===== src/rtl/sevenseg_capture.sv =====
// Observer for a scanned 7-segment bus: waits for each scan slot to settle,
// then latches per-digit segments, decoded hex, dp and liveness into static registers.
module sevenseg_capture #(
    parameter int unsigned N_DIGITS      = 8,
    parameter int unsigned STABLE_CYCLES = 64,
    parameter int unsigned EPOCH_CYCLES  = 1048576,
    parameter bit          ACTIVE_LOW    = 1'b1,
    localparam int unsigned IDX_W        = (N_DIGITS > 1) ? $clog2(N_DIGITS) : 1
) (
    input  logic                  clk,
    input  logic                  rst_n,
    input  logic [N_DIGITS-1:0]   anode,
    input  logic [6:0]            cathode,
    input  logic                  dp,
    output logic [7*N_DIGITS-1:0] digit_seg,
    output logic [4*N_DIGITS-1:0] digit_hex,
    output logic [N_DIGITS-1:0]   digit_valid,
    output logic [N_DIGITS-1:0]   digit_dp,
    output logic [N_DIGITS-1:0]   digit_live,
    output logic                  update_strobe,
    output logic [IDX_W-1:0]      update_idx
);

    localparam int unsigned     W       = 8 + N_DIGITS;
    localparam int unsigned     EP_W    = $clog2(EPOCH_CYCLES);
    localparam logic [7:0]      CNT_SAT = 8'(STABLE_CYCLES);
    localparam logic [7:0]      CNT_CAP = 8'(STABLE_CYCLES - 1);
    localparam logic [EP_W-1:0] EP_LAST = EP_W'(EPOCH_CYCLES - 1);

    logic [W-1:0]          pins_n;
    logic [W-1:0]          sync1_q, sync1_d;
    logic [W-1:0]          s_q, s_d;
    logic [W-1:0]          s_prev_q, s_prev_d;
    logic [7:0]            cnt_q, cnt_d;
    logic [EP_W-1:0]       epoch_q, epoch_d;
    logic [7*N_DIGITS-1:0] seg_q, seg_d;
    logic [4*N_DIGITS-1:0] hex_q, hex_d;
    logic [N_DIGITS-1:0]   valid_q, valid_d;
    logic [N_DIGITS-1:0]   dp_q, dp_d;
    logic [N_DIGITS-1:0]   live_q, live_d;
    logic [N_DIGITS-1:0]   seen_q, seen_d;
    logic                  strobe_q, strobe_d;
    logic [IDX_W-1:0]      idx_q, idx_d;

    logic [N_DIGITS-1:0]   s_anode;
    logic [6:0]            s_seg;
    logic                  s_dp;
    logic                  capture;
    logic                  wrap;
    logic [N_DIGITS-1:0]   cap_vec;
    logic [4:0]            dec;

    // Returns {valid, hex}; unknown patterns decode to invalid zero.
    function automatic logic [4:0] decode(input logic [6:0] seg);
        decode = 5'h00;
        case (seg)
            7'h3F: decode = 5'h10;
            7'h06: decode = 5'h11;
            7'h5B: decode = 5'h12;
            7'h4F: decode = 5'h13;
            7'h66: decode = 5'h14;
            7'h6D: decode = 5'h15;
            7'h7D: decode = 5'h16;
            7'h07: decode = 5'h17;
            7'h7F: decode = 5'h18;
            7'h6F: decode = 5'h19;
            7'h77: decode = 5'h1A;
            7'h7C: decode = 5'h1B;
            7'h39: decode = 5'h1C;
            7'h5E: decode = 5'h1D;
            7'h79: decode = 5'h1E;
            7'h71: decode = 5'h1F;
            default: decode = 5'h00;
        endcase
    endfunction

    assign pins_n = ACTIVE_LOW ? ~{dp, cathode, anode} : {dp, cathode, anode};

    always_comb begin
        sync1_d  = pins_n;
        s_d      = sync1_q;
        s_prev_d = s_q;
        s_anode  = s_q[N_DIGITS-1:0];
        s_seg    = s_q[N_DIGITS +: 7];
        s_dp     = s_q[W-1];
        dec      = decode(s_seg);

        if (s_q != s_prev_q) begin
            cnt_d = '0;
        end else if (cnt_q != CNT_SAT) begin
            cnt_d = cnt_q + 8'd1;
        end else begin
            cnt_d = cnt_q;
        end

        // Firing one count before saturation gives exactly one capture per stable run.
        capture = (s_q == s_prev_q) && (cnt_q == CNT_CAP) && $onehot(s_anode);
        cap_vec = capture ? s_anode : '0;

        seg_d    = seg_q;
        hex_d    = hex_q;
        valid_d  = valid_q;
        dp_d     = dp_q;
        idx_d    = idx_q;
        strobe_d = capture;
        for (int unsigned i = 0; i < N_DIGITS; i++) begin
            if (cap_vec[i]) begin
                seg_d[7*i +: 7] = s_seg;
                hex_d[4*i +: 4] = dec[3:0];
                valid_d[i]      = dec[4];
                dp_d[i]         = s_dp;
                idx_d           = IDX_W'(i);
            end
        end

        wrap    = (epoch_q == EP_LAST);
        epoch_d = wrap ? '0 : epoch_q + EP_W'(1);
        if (wrap) begin
            live_d = seen_q | cap_vec;
            seen_d = cap_vec;
        end else begin
            live_d = live_q;
            seen_d = seen_q | cap_vec;
        end
    end

    always_ff @(posedge clk or negedge rst_n) begin
        if (!rst_n) begin
            sync1_q  <= '0;
            s_q      <= '0;
            s_prev_q <= '0;
            cnt_q    <= '0;
            epoch_q  <= '0;
            seg_q    <= '0;
            hex_q    <= '0;
            valid_q  <= '0;
            dp_q     <= '0;
            live_q   <= '0;
            seen_q   <= '0;
            strobe_q <= 1'b0;
            idx_q    <= '0;
        end else begin
            sync1_q  <= sync1_d;
            s_q      <= s_d;
            s_prev_q <= s_prev_d;
            cnt_q    <= cnt_d;
            epoch_q  <= epoch_d;
            seg_q    <= seg_d;
            hex_q    <= hex_d;
            valid_q  <= valid_d;
            dp_q     <= dp_d;
            live_q   <= live_d;
            seen_q   <= seen_d;
            strobe_q <= strobe_d;
            idx_q    <= idx_d;
        end
    end

    assign digit_seg     = seg_q;
    assign digit_hex     = hex_q;
    assign digit_valid   = valid_q;
    assign digit_dp      = dp_q;
    assign digit_live    = live_q;
    assign update_strobe = strobe_q;
    assign update_idx    = idx_q;

endmodule


===== config.mk =====
export PLATFORM = sky130hd
export DESIGN_NAME = sevenseg_capture
export DESIGN_NICKNAME = d
export VERILOG_FILES = /design/src/rtl/sevenseg_capture.sv
export SDC_FILE = /design/constraint.sdc
export NUM_CORES = 1
export LEC_CHECK = 0
export ABC_AREA = 1
export CORE_MARGIN = 2
export CORE_UTILIZATION = 45
export DETAILED_ROUTE_END_ITERATION = 6
export PLACE_DENSITY = 0.72
export SYNTH_ARGS = -nofsm -noshare
export SYNTH_HDL_FRONTEND = slang
export SYNTH_SLANG_ARGS = --single-unit

===== constraint.sdc =====
create_clock -name clk -period 4.05 [get_ports clk]
set_clock_uncertainty 0.1 [all_clocks]
set_input_delay 0.81 -clock clk [delete_from_list [all_inputs] [get_ports clk]]
set_output_delay 0.81 -clock clk [all_outputs]
set_load 0.02 [all_outputs]

==> flow_metrics.py, run 1 <==
metrics = {
    "outcome": {
        "outcome": "finished, final reports clean",
    },
    "clock_network": {
        "cts_root_buffer": "clkbuf_16",
        "clock_path_buffers": 2,
        "cts_tree": "done",
        "clock_latency_ns": 0.44,
        "cts_hold_buf": 0,
        "cts_buffers": 17,
        "cts_max_level": 4,
        "path_clk_slew_ns": 0.07,
        "cts.sinks": 200,
    },
    "cells_and_area": {
        "syn_to_final_growth_pct": 34.7,
        "stdcell_count": 1243,
        "mostFrequentLayoutCells": "200 x dfrtp_1, 132 x clkdlybuf4s50_1, 129 x nand2_1, 123 x nor2_1, 87 x inv_1",
        "antennaDiodeCount": 0,
        "fin_nets": 1029,
        "final_common_cell": "dfrtp_1",
        "drive_above_1_share": 0.157,
        "utilization": 0.612,
    },
    "die": {
        "die_w_um": 138,
        "row_count": 49,
        "initial_core_util": 0.455,
        "dieArea_sq_um": 19000,
        "die_h_um": 138,
        "core_sq_um": 17800,
        "ios": 134,
    },
    "detailed_routing": {
        "wl_mm": 20.1,
        "drt_iter0_drc": 442,
        "vias_per_cell": 5.01,
        "first_pass_iters": 5,
        "vias": 6231,
        "route.detailed.drc": 0,
        "wl_per_cell_um": 16.2,
        "drtAntennaViolNets": 0,
    },
    "placement": {
        "dp_hpwl_mm": 13.2,
        "place_inst": 1198,
        "place_congestion": 0.915,
        "portBuffers": 133,
    },
    "synthesis": {
        "yosysWarnings": 0,
        "yosysTopAreaCell": "dfrtp_1",
        "synthTopCellsByArea": "dfrtp_1 62%, nor2_1 7.1%, nand2_1 6.1%",
        "netlist_instances": 839,
        "ys_seq_area_frac": 0.619,
        "synth_cell_types": 36,
        "ys_seq_elements": 200,
        "syn_area_sq_um": 8080,
        "syn_nets": 867,
        "synth_top_area_frac": 0.619,
        "postSynthAreaPerCell_sq_um": 9.63,
    },
    "critical_path": {
        "startpoint_type": "register",
        "criticalPathCategory": "register to register",
        "cp_max_fo": 9,
        "worstPathArrival_ns": 4.29,
        "cp.required_ns": 4.32,
        "crit_path_end_kind": "register",
    },
    "power": {
        "peakVddDrop_mv": 0.313,
        "power.density_nw_per_um2": 362,
        "p_leak_nw": 5.22,
    },
    "sta": {
        "final_hold_viol_count": 0,
        "rsz0062_at_grt": "yes",
        "fmax_ghz": 0.249,
        "post-route-period-util": 0.992,
        "tightest_slew_ns": 0.957,
        "relSlewSlack": 0.362,
        "period_needed_ns": 4.02,
        "final_max_slew_viol_count": 0,
        "setup_viol": 0,
    },
    "grt": {
        "track_usage": 0.200,
        "grt_max_degree": 102,
        "busiest_layer": "met2",
        "use_met3": 0.0419,
        "grt_overflow": 0,
        "grt_pass1_wl_mm": 30.2,
        "grt_use_met1": 0.276,
        "met2_usage": 0.312,
        "antenna_found_initial": 0,
        "grt_pass1_vias": 5715,
    },
    "run": {
        "maxCapViolCount": 0,
    },
    "worst_hold_path": {
        "hold_path.class": "register to register",
    },
}
-- repair_timing --
action,4_1_cts,5_1_grt
pin swaps,0,18
endpoints found under the setup margin,61,107
cloned,0,6
buffers inserted,0,7
resized for setup,4,93
-- path summary, 6_finish.rpt --
kind,depth (start not counted),endpoint,slack [ns],start
hold reg to reg,0,s_prev_d[3],0.25,s_d[3]
hold / removal,0,s_prev_d[3],0.25,s_d[3]
setup reg to reg,17,digit_seg[49],0.03,s_prev_d[0]
setup / recovery,17,digit_seg[49],0.03,s_prev_d[0]
max in group asynchronous,2,update_strobe,2.55,rst_n
min in group asynchronous,1,digit_hex[28],0.36,rst_n
-- cell families (layout without fill, tap and decap cells) --
family          after synthesis  count (layout)  share of synthesized area
compound gates              137             137                     0.0893
fa+ha+maj                    10              10                     0.0192
buf+inv                     129             304                     0.0683
simple gates                346             346                      0.185
xor+xnor                     17              17                     0.0184
flops                       200             200                      0.619
-- power by group --
part,switching (mW),total [mW],leakage [nW],internal [mW]
Sequential,0.0194,2.04,2.67,2.02
Combinational,0.144,0.208,2.27,0.0638
Clock,0.763,1.69,0.286,0.928
-- routing by layer --
layer	part of all wire	up-vias	routed length (um)
met5	0	-	0
met4	0.031	0	628
met3	0.047	41	940
met2	0.47	193	9500
met1	0.45	3020	9020
li1	-	2977	-
-- state kept, by name, summed over array words and instances, names as in the netlist --
name / count
s_d: 16
digit_dp: 8
digit_live: 8
s_prev_d: 16
update_idx: 3
s_prev_q: 16
update_strobe: 1
cnt_q: 8
digit_seg: 56
seen_q: 8
digit_hex: 32
digit_valid: 8
epoch_q: 20
-- cell usage after synthesis --
master and n:
a21oi_1 91, nand4_2 1, nor4_2 2, nand2_1 131
nand2_2 5, o21ai_1 13, nor3_2 2, nor2_8 1
nand4_1 10, buf_4 13, buf_6 1, inv_1 90
o2111ai_1 1, a2111oi_4 1, nor3b_1 1, clkbuf_1 3
o21ai_0 28, a211oi_1 1, dfrtp_1 200, and3_1 1
nand2b_1 1, ha_1 6, nor2_4 5, xor2_1 15
nand3_1 14, nor3_1 10, nor4_1 2, nand3b_1 3
inv_2 13, fa_1 4, nor2_1 153, nand2_4 1
o41ai_1 2, nor2_2 3, xnor2_1 2, buf_2 9
-- critical path, cell delays in order, from the launching register on --
cell and delay [ns]:
dfrtp_1 0.37, inv_2 0.05, fa_1 0.55, fa_1 0.43
fa_1 0.44, inv_1 0.08, ha_2 0.18, inv_2 0.04
fa_1 0.47, nand2_1 0.06, nor3_2 0.17, nand2_1 0.12
nor2_4 0.16, nand2_8 0.12, nor2_8 0.24, clkbuf_16 0.21
nor2_1 0.04, a21oi_1 0.11
-- metrics by stage --
| stage | setup slack [ns] | cell area (sq um) | power, mW | hold WS [ns] | TNS [ns] |
|---|---|---|---|---|---|
| after floorplan | 0.180 | 8080 | 2.17 | 0.231 | 0 |
| after global placement | 0.0612 | 9790 | 2.27 | 0.232 | 0 |
| after detailed placement | -0.0771 | 9790 | 2.28 | 0.235 | -0.954 |
| after CTS | 0.0594 | 10400 | 3.95 | 0.248 | 0 |
| after global routing | -0.125 | 10900 | 4.09 | 0.252 | -5.68 |
| final | 0.0312 | 10900 | 3.94 | 0.247 | 0 |
-- area by class of cell --
cell class / instances / area [sq um]
fillers: 1437 / 6890
clock inverters: 10 / 109
well taps: 229 / 287
inverters: 103 / 409
clock buffers: 22 / 484
flip-flops and latches: 200 / 5000
repair buffers: 169 / 1810
multi-input cells: 510 / 2780
Note: power is estimated with default switching activity, not from simulation.
==> run 2: changes to the inputs <==
Settings changed: CTS_BUF_LIST set to sky130_fd_sc_hd__clkbuf_8 sky130_fd_sc_hd__clkbuf_16, PLACE_DENSITY 0.72 to 0.69.
Clock period 4.05 ns to 4.9 ns, I/O delays scaled along.
==> run 2 against run 1 <==
Effect of this change:
- utilization down 3.6 points
- register-to-register slack better by 0.44 ns
- clock power fell by 10%
- largest cell class unchanged
- critical path depth unchanged
- maximum frequency fell by 9.3%
- sequential power decreased by 17%
- cell count shrank 2.3%
- critical endpoint is now digit_hex[30]
==> flow_metrics.py, run 2 (synthesized netlist as in run 1, its figures left out) <==
metrics = {
    "grt": {
        "track_usage": 0.205,
        "grt_max_degree": 115,
        "grt_pass1_vias": 5710,
        "antenna_found_initial": 0,
        "grt_overflow": 0,
        "grt_pass1_wl_mm": 30.8,
    },
    "critical_path": {
        "cp.required_ns": 5.08,
        "reg2reg_slack_ns": 0.47,
        "crit_chain": "inv_1 -> fa_1 -> fa_1 -> fa_1 -> inv_1 -> ha_1 -> inv_1 -> fa_1 -> nand2_1 -> nor3_1 -> nand2_1 -> nor2_1 -> nand2_4 -> nor2_8 -> inv_2 -> nand2_1 -> o21ai_0",
        "cp_num_buf_inv": 4,
        "critical_path.top_delay_family": "adder cells",
        "startpoint_type": "register",
        "rr_startpoint": "s_prev_d[1]",
        "rr_worst_depth": 17,
        "worstPathArrival_ns": 4.61,
        "crit_path_end_kind": "register",
        "critPathMaxStageDelay_ns": 0.52,
        "cpMostUsedCell": "fa_1",
        "cp_max_fo": 23,
        "cp_slowest_cell": "fa_1",
        "reg2reg_to": "digit_hex[30]",
        "criticalPathCategory": "register to register",
    },
    "cells_and_area": {
        "antennaDiodeCount": 0,
        "mostFrequentLayoutCells": "200 x dfrtp_1, 153 x nor2_1, 132 x clkdlybuf4s50_1, 131 x nand2_1, 92 x inv_1",
        "drive_above_1_share": 0.0731,
        "utilization": 0.577,
        "syn_to_final_growth_pct": 26.9,
        "regArea_sq_um": 5000,
        "fin_nets": 1000,
        "largest_reg_flops": 56,
        "n_fill_cell": 1551,
        "multi_input_area_sq_um": 2530,
        "final_common_cell": "dfrtp_1",
    },
    "sta": {
        "final_max_slew_viol_count": 0,
        "final_hold_viol_count": 0,
        "tightest_slew_ns": 1.15,
        "post-route-period-util": 0.904,
        "relSlewSlack": 0.224,
        "fmax_ghz": 0.226,
        "setup_viol": 0,
        "period_needed_ns": 4.43,
        "rsz0062_at_grt": "no",
        "tns_ns": 0,
    },
    "clock_network": {
        "cts_root_buffer": "clkbuf_16",
        "cts_buffers": 17,
        "clock_latency_ns": 0.44,
        "cts_hold_buf": 0,
        "ctsResizeCount": 0,
        "cts.sinks": 200,
        "post_cts_buffers": 0,
        "path_clk_slew_ns": 0.07,
        "cts_tree": "done",
        "cts_max_level": 4,
        "clock_path_buffers": 2,
    },
    "die": {
        "die_w_um": 138,
        "ios": 134,
        "initial_core_util": 0.455,
        "core_sq_um": 17800,
        "dieArea_sq_um": 19000,
        "row_count": 49,
        "die_h_um": 138,
    },
    "worst_hold_path": {
        "min_to": "s_prev_d[11]",
        "hp-start": "s_d[11]",
        "hold_path.class": "register to register",
        "holdPathStages": 0,
    },
    "detailed_routing": {
        "route.detailed.drc": 0,
        "drt_iter0_drc": 460,
        "drtAntennaViolNets": 0,
        "wl_mm": 18.7,
        "vias": 5947,
        "wl_per_cell_um": 15.4,
        "vias_per_cell": 4.90,
        "first_pass_iters": 5,
    },
    "power": {
        "p_leak_nw": 5.04,
        "peakVddDrop_mv": 0.226,
        "power.density_nw_per_um2": 328,
        "power_mw": 3.36,
    },
    "placement": {
        "dp_hpwl_mm": 13.0,
        "place_congestion": 0.861,
        "portBuffers": 133,
    },
    "outcome": {
        "outcome": "finished, final reports clean",
    },
    "run": {
        "maxCapViolCount": 0,
    },
}
run 2: cell count changes in the layout (fill, tap and decap cells not counted), moves of 5 or more:
cell,delta
o21ai_1,-9
a21oi_2,-15
clkbuf_16,-6
inv_1,+5
nor2_4,-14
o21ai_0,+12
nor2_1,+30
a21oi_1,+15
nor2_2,-16
buf_4,-16
buf_12,-7
run 2: layout make-up:
type	count	area share
clock buffers	19	0.0442
well taps	229	0.0279
clock inverters	13	0.0185
inverters	103	0.0377
flip-flops and latches	200	0.488
multi-input cells	510	0.247
repair buffers	140	0.137
run 2: worst max path at each step:
stage / start / endpoint / cells past startpoint
floorplan: s_prev_d[1] / digit_seg[52] / 16
finish: s_prev_d[1] / digit_hex[30] / 17
CTS: s_prev_d[1] / digit_hex[30] / 17
global route: s_prev_d[1] / digit_hex[30] / 17
global placement: s_prev_d[1] / update_idx[1] / 19
detailed placement: s_prev_d[1] / digit_hex[30] / 17
run 2: metrics by stage:
step	cells	instance area, sq um	setup WS (ns)	hold WS [ns]
finish	1214	10300	0.470	0.249
global route	1214	10300	0.139	0.254
CTS	1214	10300	0.475	0.250
detailed placement	1182	9610	0.504	0.235
global placement	1182	9610	0.654	0.232
floorplan	839	8080	1.03	0.231
run 2: layer usage:
layer	share of wire	wire [um]	vias up	global-route usage
met1	0.46	8640	2853	0.287
met3	0.044	815	27	0.0395
met4	0.019	355	0	0.0650
li1	-	-	2912	-
met2	0.47	8860	155	0.328
met5	0	0	-	0
run 2: power breakdown:
part	total [mW]	leakage [nW]	internal, mW	switching [mW]
sequential	1.69	2.67	1.67	0.0165
combinational	0.156	2.04	0.0463	0.109
clock	1.52	0.325	0.891	0.628
==> run 3: changes to the inputs <==
Settings changed: TNS_END_PERCENT set to 20.
==> results of run 3 <==
No change in the layout: final DEF, timing and power equal those of run 2.
